File: src/rtl/nota_pkg.sv
// nota_pkg: shared constants and FSM state type for the grade-average block
package nota_pkg;
    localparam int NOTA_MAX = 10;
    localparam int MAX_NOTAS = 8;
    localparam int SUM_W = 7;
    localparam logic [3:0] NOTA_NONE = 4'hF;
    typedef enum logic [1:0] {IDLE, ACCUM, DIVIDE, DONE} state_t;
endpackage

File: src/rtl/nota_media_if.sv
// nota_media_if: grade entry strobes and average/status results
interface nota_media_if;
    logic [3:0] nota_in;
    logic       nota_valid;
    logic       calc;
    logic       clear;
    logic [3:0] notas;
    logic       notas_valid;
    logic       busy;
    logic [3:0] count;
    logic       error;
    modport master (
        output nota_in, nota_valid, calc, clear,
        input  notas, notas_valid, busy, count, error
    );
    modport slave (
        input  nota_in, nota_valid, calc, clear,
        output notas, notas_valid, busy, count, error
    );
endinterface

File: src/rtl/seq_divider.sv
// seq_divider: restoring divider, one quotient bit per cycle, done pulses after the last bit
module seq_divider import nota_pkg::*; (
    input  logic             clk_i,
    input  logic             rst_ni,
    input  logic             start_i,
    input  logic [SUM_W-1:0] dividend_i,
    input  logic [3:0]       divisor_i,
    output logic [SUM_W-1:0] quotient_o,
    output logic             done_o
);
    logic [SUM_W-1:0] q_q, q_d;
    logic [3:0]       d_q, d_d;
    logic [3:0]       rem_q, rem_d;
    logic [2:0]       cnt_q, cnt_d;
    logic             done_q, done_d;
    logic [4:0]       trial;
    logic             ge;

    assign trial = {rem_q, q_q[SUM_W-1]};
    assign ge = trial >= {1'b0, d_q};

    // start reloads unconditionally so an abandoned run never leaks a done pulse
    always_comb begin
        q_d = q_q;
        d_d = d_q;
        rem_d = rem_q;
        cnt_d = cnt_q;
        done_d = 1'b0;
        if (start_i) begin
            q_d = dividend_i;
            d_d = divisor_i;
            rem_d = '0;
            cnt_d = 3'(SUM_W);
        end else if (cnt_q != 3'd0) begin
            q_d = {q_q[SUM_W-2:0], ge};
            rem_d = ge ? 4'(trial - {1'b0, d_q}) : trial[3:0];
            cnt_d = cnt_q - 3'd1;
            done_d = cnt_q == 3'd1;
        end
    end

    // divider state registers
    always_ff @(posedge clk_i or negedge rst_ni) begin
        if (!rst_ni) begin
            q_q <= '0;
            d_q <= '0;
            rem_q <= '0;
            cnt_q <= '0;
            done_q <= 1'b0;
        end else begin
            q_q <= q_d;
            d_q <= d_d;
            rem_q <= rem_d;
            cnt_q <= cnt_d;
            done_q <= done_d;
        end
    end

    assign quotient_o = q_q;
    assign done_o = done_q;
endmodule

File: src/rtl/nota_media.sv
// nota_media: accumulates up to MAX_NOTAS grades and reports their truncated average
module nota_media #(
    parameter int MAX_NOTAS = nota_pkg::MAX_NOTAS,
    parameter int NOTA_MAX = nota_pkg::NOTA_MAX
) (
    input logic        clk_2,
    input logic        rst_n,
    nota_media_if.slave bus
);
    import nota_pkg::*;

    state_t           state_q, state_d;
    logic [SUM_W-1:0] sum_q, sum_d;
    logic [3:0]       count_q, count_d;
    logic [3:0]       notas_q, notas_d;
    logic             notas_valid_q, notas_valid_d;
    logic             error_q, error_d;
    logic             div_start, div_done;
    logic [SUM_W-1:0] quot;
    logic             legal, room;

    assign legal = bus.nota_in <= 4'(NOTA_MAX);
    assign room = count_q < 4'(MAX_NOTAS);

    // next state: clear wins, then per-state grade/calc handling; divider sees post-accept sum/count
    always_comb begin
        state_d = state_q;
        sum_d = sum_q;
        count_d = count_q;
        notas_d = notas_q;
        notas_valid_d = notas_valid_q;
        error_d = 1'b0;
        div_start = 1'b0;
        if (bus.clear) begin
            state_d = IDLE;
            sum_d = '0;
            count_d = '0;
            notas_d = '0;
            notas_valid_d = 1'b0;
        end else begin
            case (state_q)
                IDLE, ACCUM: begin
                    if (bus.nota_valid) begin
                        if (legal && room) begin
                            sum_d = sum_q + SUM_W'(bus.nota_in);
                            count_d = count_q + 4'd1;
                            state_d = ACCUM;
                        end else begin
                            error_d = 1'b1;
                        end
                    end
                    if (bus.calc) begin
                        if (count_d == 4'd0) begin
                            state_d = DONE;
                            notas_d = NOTA_NONE;
                            notas_valid_d = 1'b1;
                            error_d = 1'b1;
                        end else begin
                            state_d = DIVIDE;
                            div_start = 1'b1;
                        end
                    end
                end
                DIVIDE: begin
                    if (div_done) begin
                        state_d = DONE;
                        notas_d = quot > SUM_W'(15) ? NOTA_NONE : quot[3:0];
                        notas_valid_d = 1'b1;
                    end
                end
                default: begin
                    if (bus.nota_valid) begin
                        if (legal) begin
                            sum_d = SUM_W'(bus.nota_in);
                            count_d = 4'd1;
                            state_d = ACCUM;
                            notas_valid_d = 1'b0;
                        end else begin
                            error_d = 1'b1;
                        end
                    end
                end
            endcase
        end
    end

    // state and registered outputs
    always_ff @(posedge clk_2 or negedge rst_n) begin
        if (!rst_n) begin
            state_q <= IDLE;
            sum_q <= '0;
            count_q <= '0;
            notas_q <= '0;
            notas_valid_q <= 1'b0;
            error_q <= 1'b0;
        end else begin
            state_q <= state_d;
            sum_q <= sum_d;
            count_q <= count_d;
            notas_q <= notas_d;
            notas_valid_q <= notas_valid_d;
            error_q <= error_d;
        end
    end

    seq_divider u_div (
        .clk_i      (clk_2),
        .rst_ni     (rst_n),
        .start_i    (div_start),
        .dividend_i (sum_d),
        .divisor_i  (count_d),
        .quotient_o (quot),
        .done_o     (div_done)
    );

    assign bus.notas = notas_q;
    assign bus.notas_valid = notas_valid_q;
    assign bus.error = error_q;
    assign bus.busy = state_q == DIVIDE;
    assign bus.count = count_q;
endmodule

File: src/flat_wrapper.sv
// flat-port wrapper written by rule: the top's interface ports become plain ports
module nota_media_flat import nota_pkg::*;
#(
    parameter int MAX_NOTAS = nota_pkg::MAX_NOTAS,
    parameter int NOTA_MAX = nota_pkg::NOTA_MAX
)
  (clk_2, rst_n, bus_nota_in, bus_nota_valid, bus_calc, bus_clear, bus_notas, bus_notas_valid, bus_busy, bus_count, bus_error);
  nota_media_if bus_i ();
  input logic clk_2;
  input logic rst_n;
  input wire logic [$bits(bus_i.nota_in)-1:0] bus_nota_in;
  input wire logic [$bits(bus_i.nota_valid)-1:0] bus_nota_valid;
  input wire logic [$bits(bus_i.calc)-1:0] bus_calc;
  input wire logic [$bits(bus_i.clear)-1:0] bus_clear;
  output wire logic [$bits(bus_i.notas)-1:0] bus_notas;
  output wire logic [$bits(bus_i.notas_valid)-1:0] bus_notas_valid;
  output wire logic [$bits(bus_i.busy)-1:0] bus_busy;
  output wire logic [$bits(bus_i.count)-1:0] bus_count;
  output wire logic [$bits(bus_i.error)-1:0] bus_error;
  assign bus_i.nota_in = bus_nota_in;
  assign bus_i.nota_valid = bus_nota_valid;
  assign bus_i.calc = bus_calc;
  assign bus_i.clear = bus_clear;
  assign bus_notas = bus_i.notas;
  assign bus_notas_valid = bus_i.notas_valid;
  assign bus_busy = bus_i.busy;
  assign bus_count = bus_i.count;
  assign bus_error = bus_i.error;
  nota_media #(.MAX_NOTAS(MAX_NOTAS), .NOTA_MAX(NOTA_MAX)) u_core (.clk_2(clk_2), .rst_n(rst_n), .bus(bus_i));
endmodule
File: config.mk
export PLATFORM = sky130hd
export DESIGN_NAME = nota_media_flat
export DESIGN_NICKNAME = d
export VERILOG_FILES = /design/src/rtl/nota_pkg.sv /design/src/rtl/nota_media_if.sv /design/src/rtl/seq_divider.sv /design/src/rtl/nota_media.sv /design/src/flat_wrapper.sv
export SDC_FILE = /design/constraint.sdc
export NUM_CORES = 1
export LEC_CHECK = 0
export BUFFER_PORTS_ARGS = -buffer_cell sky130_fd_sc_hd__buf_2
export CAP_MARGIN = 20
export CORE_MARGIN = 3
export CORE_UTILIZATION = 59
export DETAILED_ROUTE_END_ITERATION = 7
export HOLD_SLACK_MARGIN = 0.08
export PLACE_DENSITY = 0.79
export SYNTH_ARGS = -nofsm -noshare
export SYNTH_HDL_FRONTEND = slang
export SYNTH_SLANG_ARGS = --single-unit
File: constraint.sdc
create_clock -name clk_2 -period 2.75 [get_ports clk_2]
set_input_delay 0.55 -clock clk_2 [delete_from_list [all_inputs] [get_ports clk_2]]
set_output_delay 0.55 -clock clk_2 [all_outputs]
set_load 0.02 [all_outputs]
==> results of run 1 <==
[flip-flops by register name, summed over array words and instances (netlist names), 2 cells and up]
signal	count
u_core.bus.notas	4
u_core.u_div.rem_q	4
u_core.u_div.d_q	4
u_core.u_div.cnt_q	3
u_core.sum_q	7
u_core.state_q	2
u_core.u_div.quotient_o	7
u_core.bus.count	4
[power breakdown]
group / switching, mW / internal [mW]
Sequential: 0.0966 / 0.698
Clock: 0.208 / 0.202
Combinational: 0.394 / 0.345
[how the worst max path moves through the flow]
stage / from / end / cells past startpoint / slack (ns)
3_3_place_gp: bus_nota_in[0] / u_core.u_div.d_q[3] / 7 / 0.38
5_1_grt: u_core.bus.count[1] / u_core.u_div.quotient_o[0] / 7 / 0.27
6_report: u_core.bus.count[1] / u_core.u_div.quotient_o[3] / 7 / 0.36
4_1_cts: u_core.bus.count[1] / u_core.u_div.d_q[1] / 7 / 0.34
3_5_place_dp: bus_nota_in[1] / u_core.u_div.d_q[1] / 7 / 0.35
2_1_floorplan: u_core.bus.count[0] / u_core.u_div.d_q[2] / 7 / 0.32
[cell type report]
type	instances	area, sq um
Clock buffer	6	82.58
Clock inverter	2	12.51
Fill cell	291	992.2
Inverter	17	63.81
Multi-Input combinational cell	171	1209
Sequential cell	38	950.9
Tap cell	46	57.56
Timing Repair Buffer	25	152.6
[critical path, delay by kind of cell (launching register included)]
kind            cells  cell delay [ns]
compound gates      2             0.46
buf+inv             1             0.20
mux                 1             0.33
fa+ha+maj           1             0.23
simple gates        2             0.61
flops               1             0.44
[cell families (layout without fill, tap and decap cells)]
group                      count (synthesis)  in the layout  share of synthesized area [%]
adders and majority gates                 14             14                          8.379
AOI/OAI and AO/OA                         59             59                          18.41
DFF                                       38             38                          41.90
muxes                                     17             17                          8.104
xor gates and xnor gates                   7              7                          2.701
and+or+nand+nor                           74             74                          15.66
buffers and inverters                     26             50                          4.851
[layer usage]
layer  vias up  global-route usage (%)
met5         -                       0
met4         0                   6.452
met3         6                   5.583
met2        47                   35.38
met1       840                   31.33
li1        886                       -
[layout by cell type, fill, tap and decap left out, types with 2 or more instances in the layout]
cell type	instances
xnor2_1	3
a2111oi_0	2
nand2b_1	3
o21a_1	6
or3_1	2
nor2_1	21
nand2_1	20
nor2b_1	5
clkbuf_8	6
nand3_1	8
a21o_1	3
inv_1	17
o21ai_0	10
ha_1	12
o211ai_1	3
mux2_1	4
buf_4	5
a211oi_1	6
a21oi_1	16
mux2_2	7
fa_1	2
buf_2	19
xor2_1	4
mux2i_1	6
nor3_1	6
o2111a_1	2
dfrtp_1	38
[stage by stage]
| step | instances | total power, mW | area, sq um |
|---|---|---|---|
| after floorplan | 235 | 1.364 | 2270 |
| after global placement | 297 | 1.512 | 2434 |
| after detailed placement | 297 | 1.543 | 2434 |
| after CTS | 305 | 1.954 | 2529 |
| after global routing | 305 | 2.096 | 2529 |
| final | 305 | 1.944 | 2529 |
==> metrics, run 1 <==
peak supply drop=0.5457 mV; CTS Sinks=38; area leader, netlist=dfrtp_1; reg2reg end=u_core.u_div.quotient_o[3]; Worst Setup Start Kind=register; vias per cell=5.833; Clk Latency, worst-skew pair=0.30 ns; CP max stage cell=or4b_1; Detailed Route WL=4.623 mm; layout cells sized above 1=18.15%; pin count of the biggest net entering global routing=39; period utilization=86.81%; Worst-path clk slew=0.08 ns; Critical Path Max Stage Delay=0.48 ns; CP Cell Sequence=ha_1 -> or4b_1 -> a211oi_1 -> nor3_1 -> o31ai_4 -> buf_12 -> mux2_1; number of synthesized register bits=38; Num CTS Buffers=5; RSZ-0062 raised after global routing=no; Critical R2R Launch=u_core.bus.count[1]; syn_area_per_cell=9.658 sq um; met1 WL=2.198 mm; CTS tree=built; Hold Slack=0.3547 ns; DP Worst Slack=0.3520 ns; First-pass DRT Iterations=4; Slew Viols, Final=0; die height=68.03 microns; Overall Global Routing Usage=22.68%; area delta synth->final=11.41%; worst endpoint required time=2.93 ns; clock skew=0.007964 ns; cell area after synthesis=2270 sq um; critical path class=reg2reg; Hold Path Class=in2async; I/O pins=20; met3 wire len=252 microns; syn_nets=258; postcts setup bufs=0; CTS max path bufs=2; WL per Instance=15.16 microns; final core occ=71.82%; CP arrival=2.57 ns; critical path capture point type=register; post-synth top area share=41.90%; core area=3521 sq um; Vias=1779; full die area=4627 sq um; initial core utilization=64.46%; PnR worst setup slack=0.3626 ns; Achievable Freq=418.9 MHz; R2R depth=7; DRT antenna net count=0; largest cells by area after synthesis=dfrtp_1 (42%), ha_1 (6.6%), a21oi_1 (3.5%), mux2_2 (3.5%), nor2_1 (3.5%); number of max-cap violations=0; status=complete, no violations; Syn Inst Count=235; top sig layer=met4; relative slew slack=44.23%; # rows=21; gpl congestion=0.8435; DRC violations left=0; Post-synth EDFFs=0; first-pass GRT wire length=7.776 mm; post-CTS sizing=0; CTS Hold Bufs=0; ys async rst share=100.0%; vias in the first global route=1673; Synth cell types=49; Final Hold Viols=0; sequential area share after synthesis=41.90%; Power Dens Cells=768.7 nW/um^2; final setup fails=0; WL met2=2.117 mm; Synth warnings=0; FF-to-FF setup slack=0.36 ns; worst-path fanout max=23; Root Buffer=clkbuf_8; Port Buffers=19; starting DRC count in detailed routing=116; TNS Setup=0 ns; initial antenna violation count=0; H-tree levels=2; count leader, synth=dfrtp_1; Leakage=1.204 nW; post-layout net count=281; dpl hpwl=3.329 mm; # diodes=0; Post-synth top cells=dfrtp_1 (38), nor2_1 (21), nand2_1 (20), inv_1 (17), a21oi_1 (16); grt ovf=0; Main synth FF type=dfrtp_1; Period minus WS final=2.387 ns; Die X=68.03 microns; Slew @ Worst Pin=0.8366 ns
Power figures use the tool's default switching activity.
==> run 2: changes to the inputs <==
- CORE_MARGIN: 3 -> 10
- RECOVER_POWER: unset -> 100
==> metrics, run 2 (synthesis gave the netlist of run 1 again) <==
sink of the worst hold path=u_core.bus.notas[2]; post-route cell area=2501 sq um; post-CTS sizing=0; DRC violations left=0; gpl congestion=0.8482; worst endpoint required time=2.92 ns; RSZ-0062 raised after global routing=no; Slew @ Worst Pin=1.993 ns; Power Dens Cells=771.0 nW/um^2; pin count of the biggest net entering global routing=39; starting DRC count in detailed routing=77; Layout Cells excl Fill=308; FF-to-FF setup slack=0.28 ns; number of max-cap violations=1; failing checks=capacitance limit, slew limit; vias per cell=5.795; I/O pins=20; critical path capture point type=register; commonest non-fill, non-tap cell in the layout=dfrtp_1; period utilization=89.67%; CTS max path bufs=2; post-layout net count=282; Port Buffers=19; Period minus WS final=2.466 ns; Die X=82.03 microns; TNS Setup=0 ns; WL per Instance=15.41 microns; R2R depth=7; Leakage=1.152 nW; initial core utilization=61.53%; core area=3689 sq um; Setup crit start=u_core.bus.count[3]; Worst Setup Start Kind=register; Worst-path clk slew=0.07 ns; grt ovf=0; initial antenna violation count=0; Min-Delay Path Depth=1; full die area=6728 sq um; layout cells sized above 1=11.15%; Slew Viols, Final=39; relative slew slack=-32.90%; Critical R2R Launch=u_core.bus.count[3]; Clk Latency, worst-skew pair=0.29 ns; critical path class=reg2reg; Post-Place Cells=300; CTS tree=built; Hold Path Class=reg2reg; Overall Global Routing Usage=15.79%; postcts setup bufs=0; Detailed Route WL=4.746 mm; Final Hold Viols=0; reg2reg end=u_core.u_div.d_q[0]; first-pass GRT wire length=8.280 mm; status=finished with violations; Hold Slack=0.4906 ns; commonest cells after routing, fill and taps aside=dfrtp_1 (38), nand2_1 (21), nor2_1 (21); area delta synth->final=10.20%; # rows=22; Worst Min Path Start=u_core.bus.notas[2]; Vias=1785; clock skew=0.005303 ns; peak supply drop=0.5457 mV; dpl hpwl=3.460 mm; final setup fails=0; Num CTS Buffers=5; vias in the first global route=1790; H-tree levels=2; Achievable Freq=405.5 MHz; CP arrival=2.64 ns; worst-path fanout max=23; Post-DP Area=2444 sq um; CTS Hold Bufs=0; CTS Sinks=38; First-pass DRT Iterations=4; Root Buffer=clkbuf_8; # diodes=0; DRT antenna net count=0; PnR worst setup slack=0.2841 ns; DP Worst Slack=0.3272 ns; die height=82.03 microns
-- run 2: routing by layer --
metal  vias to the layer above  share of wire (%)  global-route usage [%]
li1                        879                  -                       -
met1                       866                 46                   19.25
met2                        34                 47                   26.10
met3                         6                5.5                   4.803
met4                         0                1.3                   5.102
met5                         -                  0                       0
-- run 2: per-stage QoR --
stage / utilization, % / power, mW
after floorplan: - / 1.364
after global placement: 66.25 / 1.520
after detailed placement: 66.25 / 1.548
after CTS: 68.72 / 1.959
after global routing: 67.81 / 2.104
final: 67.81 / 1.928
-- run 2: worst max path at each step --
stage,slack [ns],endpoint
2_1_floorplan,0.32,u_core.u_div.d_q[2]
3_3_place_gp,0.38,u_core.u_div.d_q[3]
3_5_place_dp,0.33,u_core.u_div.d_q[0]
4_1_cts,0.32,u_core.u_div.d_q[0]
5_1_grt,0.12,u_core.bus.notas[3]
6_report,0.28,u_core.u_div.d_q[0]
-- run 2: power breakdown --
group / switching [mW] / internal (mW)
Clock: 0.189 / 0.202
Sequential: 0.0986 / 0.699
Combinational: 0.401 / 0.339
-- run 2: final cells by class --
class	instances	area, sq um
multi-input combinational	171	1197
fill	307	1187
sequential	38	950.9
timing repair buffer	26	137.6
clock buffer	7	86.33
inverter	17	63.81
tap	48	60.06
clock inverter	1	5.005
-- run 2: worst max-delay path, stage by stage (launching register included) --
cell and delay [ns]:
dfrtp_1 0.35, clkbuf_1 0.45, nor2b_1 0.11, a2111oi_0 0.46
nor3_1 0.17, o31ai_4 0.25, buf_12 0.20, mux2_2 0.35
